`src/rtl/scedma_segresp.sv`:
```
// Responder end of the scedma segment request/response interface: maps
// segment-relative requests onto a single-port synchronous RAM port.
module scedma_segresp #(
  parameter int AW    = 12,
  parameter int DW    = 32,
  parameter int RDLAT = 1
) (
  input  logic          clk,
  input  logic          reset,
  input  logic [AW-1:0] req_segaddr,
  input  logic [AW-1:0] req_segsize,
  input  logic [AW-1:0] req_segptr,
  input  logic          req_segrd,
  input  logic          req_segwr,
  input  logic [DW-1:0] req_segwdat,
  input  logic [1:0]    req_porttype,
  output logic          res_segready,
  output logic [DW-1:0] res_segrdat,
  output logic          res_segrdatvld,
  input  logic          ram_gnt,
  output logic          ram_cs,
  output logic          ram_we,
  output logic [AW-1:0] ram_addr,
  output logic [DW-1:0] ram_wdat,
  input  logic [DW-1:0] ram_rdat,
  input  logic          err_clr,
  output logic [1:0]    err_sticky,
  output logic [7:0]    intr
);

  // Port-type encoding: 0 = read-only, 1 = write-only, 2 = read/write.
  localparam logic [1:0] PT_RO = 2'd0;
  localparam logic [1:0] PT_WO = 2'd1;
  localparam int CW = $clog2(RDLAT + 2);
  localparam logic [CW-1:0] MAX_OUT = CW'(RDLAT + 1);

  logic          rd_sel, wr_sel;
  logic          bnd_err, pt_err, any_err;
  logic          full;
  logic          acc_rd, acc_wr, acc;
  logic [1:0]    new_err;
  logic [CW-1:0] outst;
  logic [RDLAT-1:0] vld_p;
  logic [RDLAT-1:0] ezero_p;

  function automatic logic [DW-1:0] resp_data(input logic ezero, input logic [DW-1:0] rdat);
    return ezero ? '0 : rdat;
  endfunction

  // Request decode and acceptance (stage 0, combinational)
  always_comb begin
    rd_sel  = req_segrd;
    wr_sel  = req_segwr & ~req_segrd;
    bnd_err = (req_segptr >= req_segsize);
    pt_err  = (rd_sel & (req_porttype == PT_WO)) | (wr_sel & (req_porttype == PT_RO));
    any_err = (rd_sel | wr_sel) & (bnd_err | pt_err);
    // A return pulse in this cycle frees a slot for a new read.
    full    = (outst == MAX_OUT) & ~res_segrdatvld;
    acc_rd  = ~reset & rd_sel & ~full & (any_err | ram_gnt);
    acc_wr  = ~reset & wr_sel & (any_err | ram_gnt);
    acc     = acc_rd | acc_wr;
    new_err = acc ? {pt_err, bnd_err} : 2'b00;
  end

  assign res_segready = acc;
  assign ram_cs       = acc & ~any_err;
  assign ram_we       = acc_wr & ~any_err;
  assign ram_addr     = req_segaddr + req_segptr;
  assign ram_wdat     = req_segwdat;

  // Read-return shift register and error/status registers (stages 1..RDLAT+1)
  always_ff @(posedge clk) begin
    if (reset) begin
      vld_p          <= '0;
      res_segrdatvld <= 1'b0;
      res_segrdat    <= '0;
      outst          <= '0;
      err_sticky     <= 2'b00;
      intr           <= 8'h00;
    end else begin
      vld_p[0] <= acc_rd;
      for (int i = 1; i < RDLAT; i++) vld_p[i] <= vld_p[i-1];
      res_segrdatvld <= vld_p[RDLAT-1];
      if (vld_p[RDLAT-1]) res_segrdat <= resp_data(ezero_p[RDLAT-1], ram_rdat);
      outst      <= outst + CW'(acc_rd) - CW'(res_segrdatvld);
      err_sticky <= (err_sticky & ~{2{err_clr}}) | new_err;
      intr       <= {6'b000000, new_err};
    end
  end

  // Error-zero flag travels with the valid bit; it is only consumed when valid.
  always_ff @(posedge clk) begin
    ezero_p[0] <= any_err;
    for (int i = 1; i < RDLAT; i++) ezero_p[i] <= ezero_p[i-1];
  end

endmodule

```
`config.mk`:
```
export PLATFORM = sky130hd
export DESIGN_NAME = scedma_segresp
export DESIGN_NICKNAME = d
export VERILOG_FILES = /design/src/rtl/scedma_segresp.sv
export SDC_FILE = /design/constraint.sdc
export NUM_CORES = 1
export LEC_CHECK = 0
export CAP_MARGIN = 20
export CORE_MARGIN = 1
export CORE_UTILIZATION = 35
export DETAILED_ROUTE_END_ITERATION = 12
export GPL_TIMING_DRIVEN = 0
export HOLD_SLACK_MARGIN = 0.03
export PLACE_DENSITY = 0.91
export SLEW_MARGIN = 25
export SYNTH_ARGS = -nofsm -noshare
export SYNTH_HDL_FRONTEND = slang
export SYNTH_SLANG_ARGS = --single-unit
```
`constraint.sdc`:
```
create_clock -name clk -period 3.2 [get_ports clk]
set_clock_uncertainty 0.15 [all_clocks]
set_input_delay 0.64 -clock clk [delete_from_list [all_inputs] [get_ports clk]]
set_output_delay 0.64 -clock clk [all_outputs]
set_load 0.01 [all_outputs]
```
* After elaboration in Yosys (flattened, before gate mapping) *
Cells that the tools add are included.

word-level totals
  flip-flop bits (word level) = 47
  RAM bits = 0
  latch bits = 0
  memories = 0
  memory bits (read-only) = 0

operators by class
  order comparisons = 1
  multiply operators = 0
  equal/unequal tests = 2
  multiplexer cells = 2
  reductions and logical operators = 1
  bitwise logic cells = 25
  div/mod/pow operators = 0
  shift operators = 0
  add/sub/neg operators = 3

operator list
  cell                                            count
  two-way mux 32 bit                              1
  adder 12 bit                                    1
  bitwise AND 1 bit                               12
  >= comparator 12 bit                            1
  NOT 1 bit                                       5
  bitwise OR 1 bit                                5
  adder 2 x 1 -> 2 bit                            1
  bitwise AND 2 bit                               1
  == test 2 x 1 -> 1 bit (second input constant)  1
  == test 2 bit (second input constant)           1
  zero test 2 bit                                 1
  two-way mux 2 bit                               1
  NOT 2 bit                                       1
  bitwise OR 2 bit                                1
  subtractor 2 x 1 -> 2 bit                       1

* Logic depth before layout (Yosys ltp) *
Gate-level depths: netlist (run 1).

  depth in word-level cells = 11
  mapped depth = 10

* Worst setup path before layout (run 1) *
Ideal clock, no wire load.

  kind = input to output
  start = input req_segaddr[0]
  end = output ram_addr[10]
  buffers on the path = 0
  stages on the path = 7
  data required time = 2.410 ns
  data arrival time = 2.155 ns
  slack = 0.255 ns
  cell sequence = ha_1 > inv_1 > fa_1 > nor2b_1 > o31a_1 > o31ai_2 > o311ai_0

between the ends
  longest elaborated chain between the ends = 1

RTL lines
  element       line  RTL
  from (decl)   10    input logic [AW-1:0] req_segaddr,
  adder 12 bit  68    assign ram_addr = req_segaddr + req_segptr;
  to (decl)     23    output logic [AW-1:0] ram_addr,

Every way passes these cells.

* Worst setup path after layout (run 1) *
  start = input req_segptr[0]
  end = output ram_addr[10]

between the ends
  longest elaborated chain between the ends = 1

RTL lines
  element       line  RTL
  from (decl)   12    input logic [AW-1:0] req_segptr,
  adder 12 bit  68

Every way passes these cells.

==> results by group, run 1 <==
GRT
  – Busiest grt layer: met2
  – Met1 track demand over resource: approximately a fifth
  – Total gr overflow: 0
  – GRT Total Usage: 19.3%
  – GRT met2 Usage: 38.2%
  – Initial antenna violation count: 0
  – Largest net degree at the start of global routing: 14
  – Vias in the first global route: 2831
  – First-pass GRT wire length: 12000 µm
  – Grt met3 use: 3.32%

Synth
  – Post-synth EDFFs: 0
  – Post-synth top flop: dfxtp_1
  – Post-synthesis average cell area: 8.08 µm²
  – Ys Warns: 0
  – Register bit total from synthesis: 41
  – Synthesized area: 0.00267 mm²
  – Sequential fraction of the synthesis area: 30.8%
  – Post-synthesis async set-or-reset flop share: 0%
  – Post-Synthesis Cells: 330
  – Post-synthesis cell type count: 40

Cells and area
  – Commonest non-fill, non-tap cell in the layout: clkdlybuf4s50_1
  – Nets@finish: 648
  – Fill cell count: 573
  – Diode count: 0
  – Commonest cells after routing, fill and taps aside: clkdlybuf4s50_1, buf_4, dfxtp_1, nor2_1, a21oi_1
  – Area Growth Syn to Fin: 81.9%
  – Fraction of layout cells with a size suffix above 1: 22.9%
  – Post-Route Utilization: about two thirds
  – Layout Cell Area excl Fill: a little under 0.005 mm²

Timing
  – Final min period: 3.17 ns
  – Worst slew margin: a little over three fifths
  – RSZ-0062 raised after global routing: true
  – Final hold violations: 0
  – Max-slew violation count: 0
  – FMAX: between 300 and 400 MHz
  – Period Utilization, post-route: approximately 99%
  – Final Setup Violations: 0
  – Slew @ Worst Pin: 0.555 ns

Power and ir drop
  – Pint: approximately 1.1 mW
  – Lkg Pwr: 2.08 nW
  – Maximum VDD drop: 176 µV
  – Pwr Density: 331 mW/mm²
  – Switching Fraction: 28.5%
  – Gate power share: 38.9%
  – Clock group share of total power: about a quarter
  – Sequential power share: 34.4%
  – Net Switching: 0.457 mW

CTS
  – Skew-Pair Late Insertion Delay: approximately 0.28 ns
  – Root buf cell: clkbuf_8
  – CTS tree: done
  – Clock H-tree levels: 2
  – Clk slew on worst S/H paths: 0.08 ns
  – Hold_buf cts: 0
  – Clock buffer depth: 2
  – Inserted Clock Buffers: 5
  – Clock Sinks: 41

Worst hold path
  – Hold Path Origin: res_segrdat[30]$_SDFFE_PP0P_
  – Hold Crit Depth: 2
  – Min-Delay Path Class: reg2reg
  – WHS Endpoint: res_segrdat[30]$_SDFFE_PP0P_

Floorplan
  – CORE AREA: 0.00729 mm²
  – # rows: 31
  – # IOs: 198
  – Die area: 0.00797 mm²
  – Die Width: 89.3 µm
  – Starting Density: 36.5%
  – Chip Height: 89.3 µm

Worst setup path
  – Critical Path RT: ~2.4 ns
  – Reg-to-Reg End: outst[0]$_SDFF_PP0_
  – Crit Path Category: in2out
  – Reg-to-reg startpoint: outst[1]$_SDFF_PP0_
  – Worst Reg2Reg Path Length in Cells: 5
  – Flop2flop setup slack: 1.47 ns
  – Crit-path max FO: 3
  – Crit path capture type: output pin
  – CP arrival: 2.38 ns
  – Kind of start point of the critical path: primary input

Detailed routing
  – Drt wl/cell: 13.2 µm
  – Detailed router's first-iteration violation count: 106
  – Post-route DRC: 0
  – Via count: 2864
  – Routed wire length: ~8100 µm
  – Via/cell ratio: 4.66
  – Antenna violation net count after detailed routing: 0
  – DRT Pass-1 Iters: 4

Placed design
  – GP Congestion: 0.811
  – Hpwl dp: around 6200 µm
  – Port-buffer cells: roughly 160
  – Post-DP Area: between 0.004 and 0.005 mm²

Run
  – Max Cap Viol: 0

Status
  – Status: completed
==> kinds of logic after synthesis <==
family	count (synthesis)	share of synthesized area, %
xor gates and xnor gates	10	3.29
and+or+nand+nor	109	21.3
DFF	41	30.8
other	1	0.141
buffers and inverters	69	15.1
adders and majority gates	26	12.5
AOI/OAI and AO/OA	74	16.9
==> flip-flops by register name (all words and copies together), names as in the netlist <==
register,cells
res_segrdat,32
ezero_p,1
outst,2
err_sticky,2
res_segrdatvld,1
intr,2
vld_p,1
==> worst max-delay path: stages <==
cell	delay, ns
buf_4	0.10
ha_4	0.13
inv_2	0.04
fa_2	0.39
nor2b_2	0.15
o31a_1	0.19
buf_6	0.12
o31ai_4	0.07
buf_4	0.16
o311ai_4	0.20
buf_2	0.18
==> through the flow <==
stage / setup TNS [ns] / power [mW] / setup WS (ns) / instances / hold slack [ns]
after floorplan: 0 / 0.837 / 0.255 / 335 / 0.340
after global placement: -7.03 / 1.11 / -0.928 / 593 / 0.305
after detailed placement: -7.71 / 1.13 / -1.03 / 593 / 0.316
after CTS: 0 / 1.59 / 0.00789 / 612 / 0.327
after global routing: -0.101 / 1.69 / -0.0610 / 614 / 0.362
final: 0 / 1.61 / 0.0295 / 614 / 0.323
==> layout make-up <==
class,count,area [µm²],share of cell area [%]
inverters,21,78.8,1.63
well taps,99,124,2.56
repair buffers,172,1630,33.7
clock buffers,6,82.6,1.70
flip-flops and latches,41,821,16.9
plain buffers,48,323,6.66
multi-input cells,225,1750,36.1
clock inverters,2,37.5,0.774
==> how the worst max path moves through the flow <==
| stage | endpoint | start | slack (ns) |
|---|---|---|---|
| 2_1_floorplan | ram_addr[10] | req_segaddr[0] | 0.25 |
| 3_3_place_gp | ram_we | req_segsize[9] | -0.93 |
| 3_5_place_dp | ram_we | req_segsize[9] | -1.03 |
| 4_1_cts | ram_addr[10] | req_segaddr[2] | 0.008 |
| 5_1_grt | res_segready | req_segrd | -0.06 |
| 6_report | ram_addr[10] | req_segptr[0] | 0.03 |
==> power groups by stage <==
stage | combinational, mW | clock, mW | sequential (mW)
6_report | 0.625 | 0.429 | 0.552
5_1_grt | 0.675 | 0.464 | 0.556
4_1_cts | 0.600 | 0.437 | 0.553
3_5_place_dp | 0.563 | 0 | 0.565
3_3_place_gp | 0.547 | 0 | 0.563
2_1_floorplan | 0.265 | 0 | 0.572
==> what timing repair did <==
action,in CTS,in global routing
resized for setup,108,22
pin swaps,23,12
endpoints found under the setup margin,14,11
setup buffers,11,2
==> metal layers <==
metal | wire length [µm] | part of all wire [%] | vias to the layer above
met5 | 0 | 0 | -
met4 | 165 | 2.0 | 0
met3 | 390 | 4.8 | 14
met2 | 4350 | 54 | 126
met1 | 3180 | 39 | 1287
li1 | - | - | 1437
==> cells in the mapped netlist, drive strengths merged (2+ instances only) <==
| library cell | instances | area share, % |
|---|---|---|
| a21oi | 45 | 8.5 |
| dfxtp | 41 | 31 |
| nor2 | 41 | 5.8 |
| buf | 38 | 11 |
| nor2b | 35 | 8.2 |
| ha | 25 | 12 |
| inv | 21 | 3.0 |
| clkbuf | 10 | 1.4 |
| nand3 | 7 | 1.3 |
| xnor2 | 7 | 2.3 |
| nand2 | 6 | 0.85 |
| o21a | 5 | 1.4 |
| o21ai | 5 | 0.94 |
| a21o | 4 | 1.1 |
| a211oi | 3 | 0.85 |
| nand2b | 3 | 0.70 |
| nor3 | 3 | 0.56 |
| or2 | 3 | 0.70 |
| xor2 | 3 | 0.99 |
| a31oi | 2 | 0.47 |
| nand4 | 2 | 0.47 |
| nor3b | 2 | 0.56 |
| nor4 | 2 | 0.47 |
| o31a | 2 | 0.66 |
No activity file was read; power rests on OpenSTA's default activity.
==> run 2: changes to the inputs <==
Settings changed: REMOVE_ABC_BUFFERS from default to 1.
==> run 2 against run 1 <==
Net effect:
- first-iteration DRC count decreased by 21%
- flip-flop and latch count unchanged
- global-route usage increased by 1.6 points
- clock power decreased by 1%
- die area unchanged
- final cell count decreased by 14%
- critical path depth decreased by 2
- worst setup slack improved by 0.044 ns
- fmax increased by 1.4%
- routed wire length increased by 7.6%
==> results by group, run 2 (synthesis gave the netlist of run 1 again) <==
Status
  – Status: completed

Timing
  – Max-slew violation count: 0
  – Final hold violations: 0
  – Final min period: between 3 and 4 ns
  – Final Setup Violations: 0
  – Period Utilization, post-route: 97.7%
  – Worst slew margin: between 50% and 60%
  – RSZ-0062 raised after global routing: true
  – Hold_ws: about 0.34 ns
  – FMAX: 320 MHz
  – Final setup TNS: 0 ns
  – Worst setup margin: 0.0736 ns
  – Slew @ Worst Pin: 0.691 ns

Cells and area
  – Layout Cells excl Fill: 530
  – Commonest non-fill, non-tap cell in the layout: clkdlybuf4s50_1
  – Area Growth Syn to Fin: 55.7%
  – Fraction of layout cells with a size suffix above 1: roughly 17%
  – Commonest cells after routing, fill and taps aside: clkdlybuf4s50_1, a21oi_1, nor2_1, dfxtp_1, nor2b_1
  – Nets@finish: 564
  – Layout Cell Area excl Fill: 0.00415 mm²
  – Diode count: 0
  – Reg with most FFs: res_segrdat
  – Max reg flops: 32

Run
  – Max Cap Viol: 0

Placed design
  – Port-buffer cells: ~130
  – Dpl cells: 513
  – Post-DP Area: between 0.003 and 0.004 mm²
  – GP Congestion: just over 0.8
  – Hpwl dp: around 6500 µm
  – Place WS: -0.907 ns

GRT
  – Vias in the first global route: 2509
  – GRT Total Usage: 20.9%
  – Largest net degree at the start of global routing: between 40 and 50
  – Initial antenna violation count: 0
  – Total gr overflow: 0
  – First-pass GRT wire length: 12300 µm

Worst setup path
  – Crit-path max FO: 2
  – Crit Path Category: in2out
  – Crit path capture type: output pin
  – Critical Path RT: roughly 2.4 ns
  – CP arrival: 2.34 ns
  – Kind of start point of the critical path: primary input

CTS
  – Clock Sinks: between 40 and 50
  – Clk slew on worst S/H paths: 0.07 ns
  – CTS tree: done
  – Clock H-tree levels: 2
  – Clock buffer depth: 2
  – Root buf cell: clkbuf_8
  – Skew-Pair Late Insertion Delay: 0.28 ns
  – Inserted Clock Buffers: 5
  – Hold_buf cts: 0

Floorplan
  – Chip Height: about 90 µm
  – # IOs: between 150 and 200
  – Starting Density: 36.5%
  – Die area: 0.00797 mm²
  – CORE AREA: 0.00729 mm²
  – Die Width: 89.3 µm
  – # rows: 31

Detailed routing
  – Post-route DRC: 0
  – DRT Pass-1 Iters: 4
  – Via count: 2611
  – Antenna violation net count after detailed routing: 0
  – Detailed router's first-iteration violation count: 84
  – Routed wire length: 8710 µm
  – Via/cell ratio: 4.93
  – Drt wl/cell: 16.4 µm

Power and ir drop
  – Pwr Density: 360 mW/mm²
  – Lkg Pwr: 1.74 nW
  – Maximum VDD drop: 168 µV

Worst hold path
  – Min-Delay Path Class: reg2reg
## run 2: cell count changes in the layout (fill, tap and decap cells not counted), sizes merged, moves of 2 or more
cell	delta
clkbuf	-8
clkdlybuf4s15	-2
dlymetal6s2s	+3
buf	-42
dlygate4sd2	-5
clkdlybuf4s50	-29
## run 2: layer usage
layer	wire length (µm)	vias to the layer above	track usage (%)
li1	-	1264	-
met1	3520	1184	23.7
met2	3980	151	34.5
met3	1090	12	11.1
met4	110	0	4.62
met5	0	-	4.55
## run 2: cell type report
type | count | area [µm²]
clock buffer | 7 | 86.3
clock inverter | 1 | 30.0
fill | 653 | 3140
inverter | 21 | 78.8
multi-input combinational | 225 | 1730
sequential | 41 | 822
tap | 99 | 124
timing repair buffer | 136 | 1280
## run 2: what timing repair did
item,in CTS,in global routing
endpoints found under the setup margin,13,9
gates resized for setup,91,23
setup buffers,9,0
cloned,0,0
pin swaps,19,14
## run 2: critical path, stage by stage
cell	delay [ns]
clkdlybuf4s50_1	0.45
inv_1	0.07
ha_4	0.26
nand2_2	0.09
a21oi_2	0.04
a211oi_2	0.20
nand3_1	0.16
nor4b_2	0.23
buf_2	0.18
## run 2: path summary, 6_finish.rpt
kind / startpoint / to / slack (ns) / cells past startpoint
max: req_segsize[11] / ram_we / 0.07 / 9
min: res_segrdat[30]$_SDFFE_PP0P_ / res_segrdat[30]$_SDFFE_PP0P_ / 0.34 / 2
max reg2reg: vld_p$_SDFF_PP0_ / res_segrdat[14]$_SDFFE_PP0P_ / 1.23 / 3
min reg2reg: res_segrdat[30]$_SDFFE_PP0P_ / res_segrdat[30]$_SDFFE_PP0P_ / 0.34 / 2
## run 2: per-stage QoR
step / util, % / power (mW)
after CTS: 56.1 / 1.49
after detailed placement: 51.6 / 1.04
after global placement: 51.5 / 1.02
final: 56.9 / 1.49
after floorplan: - / 0.782
after global routing: 56.9 / 1.58
## run 2: power breakdown
group / internal [mW] / switching, mW
Sequential: 0.538 / 0.0225
Clock: 0.254 / 0.170
Combinational: 0.282 / 0.227
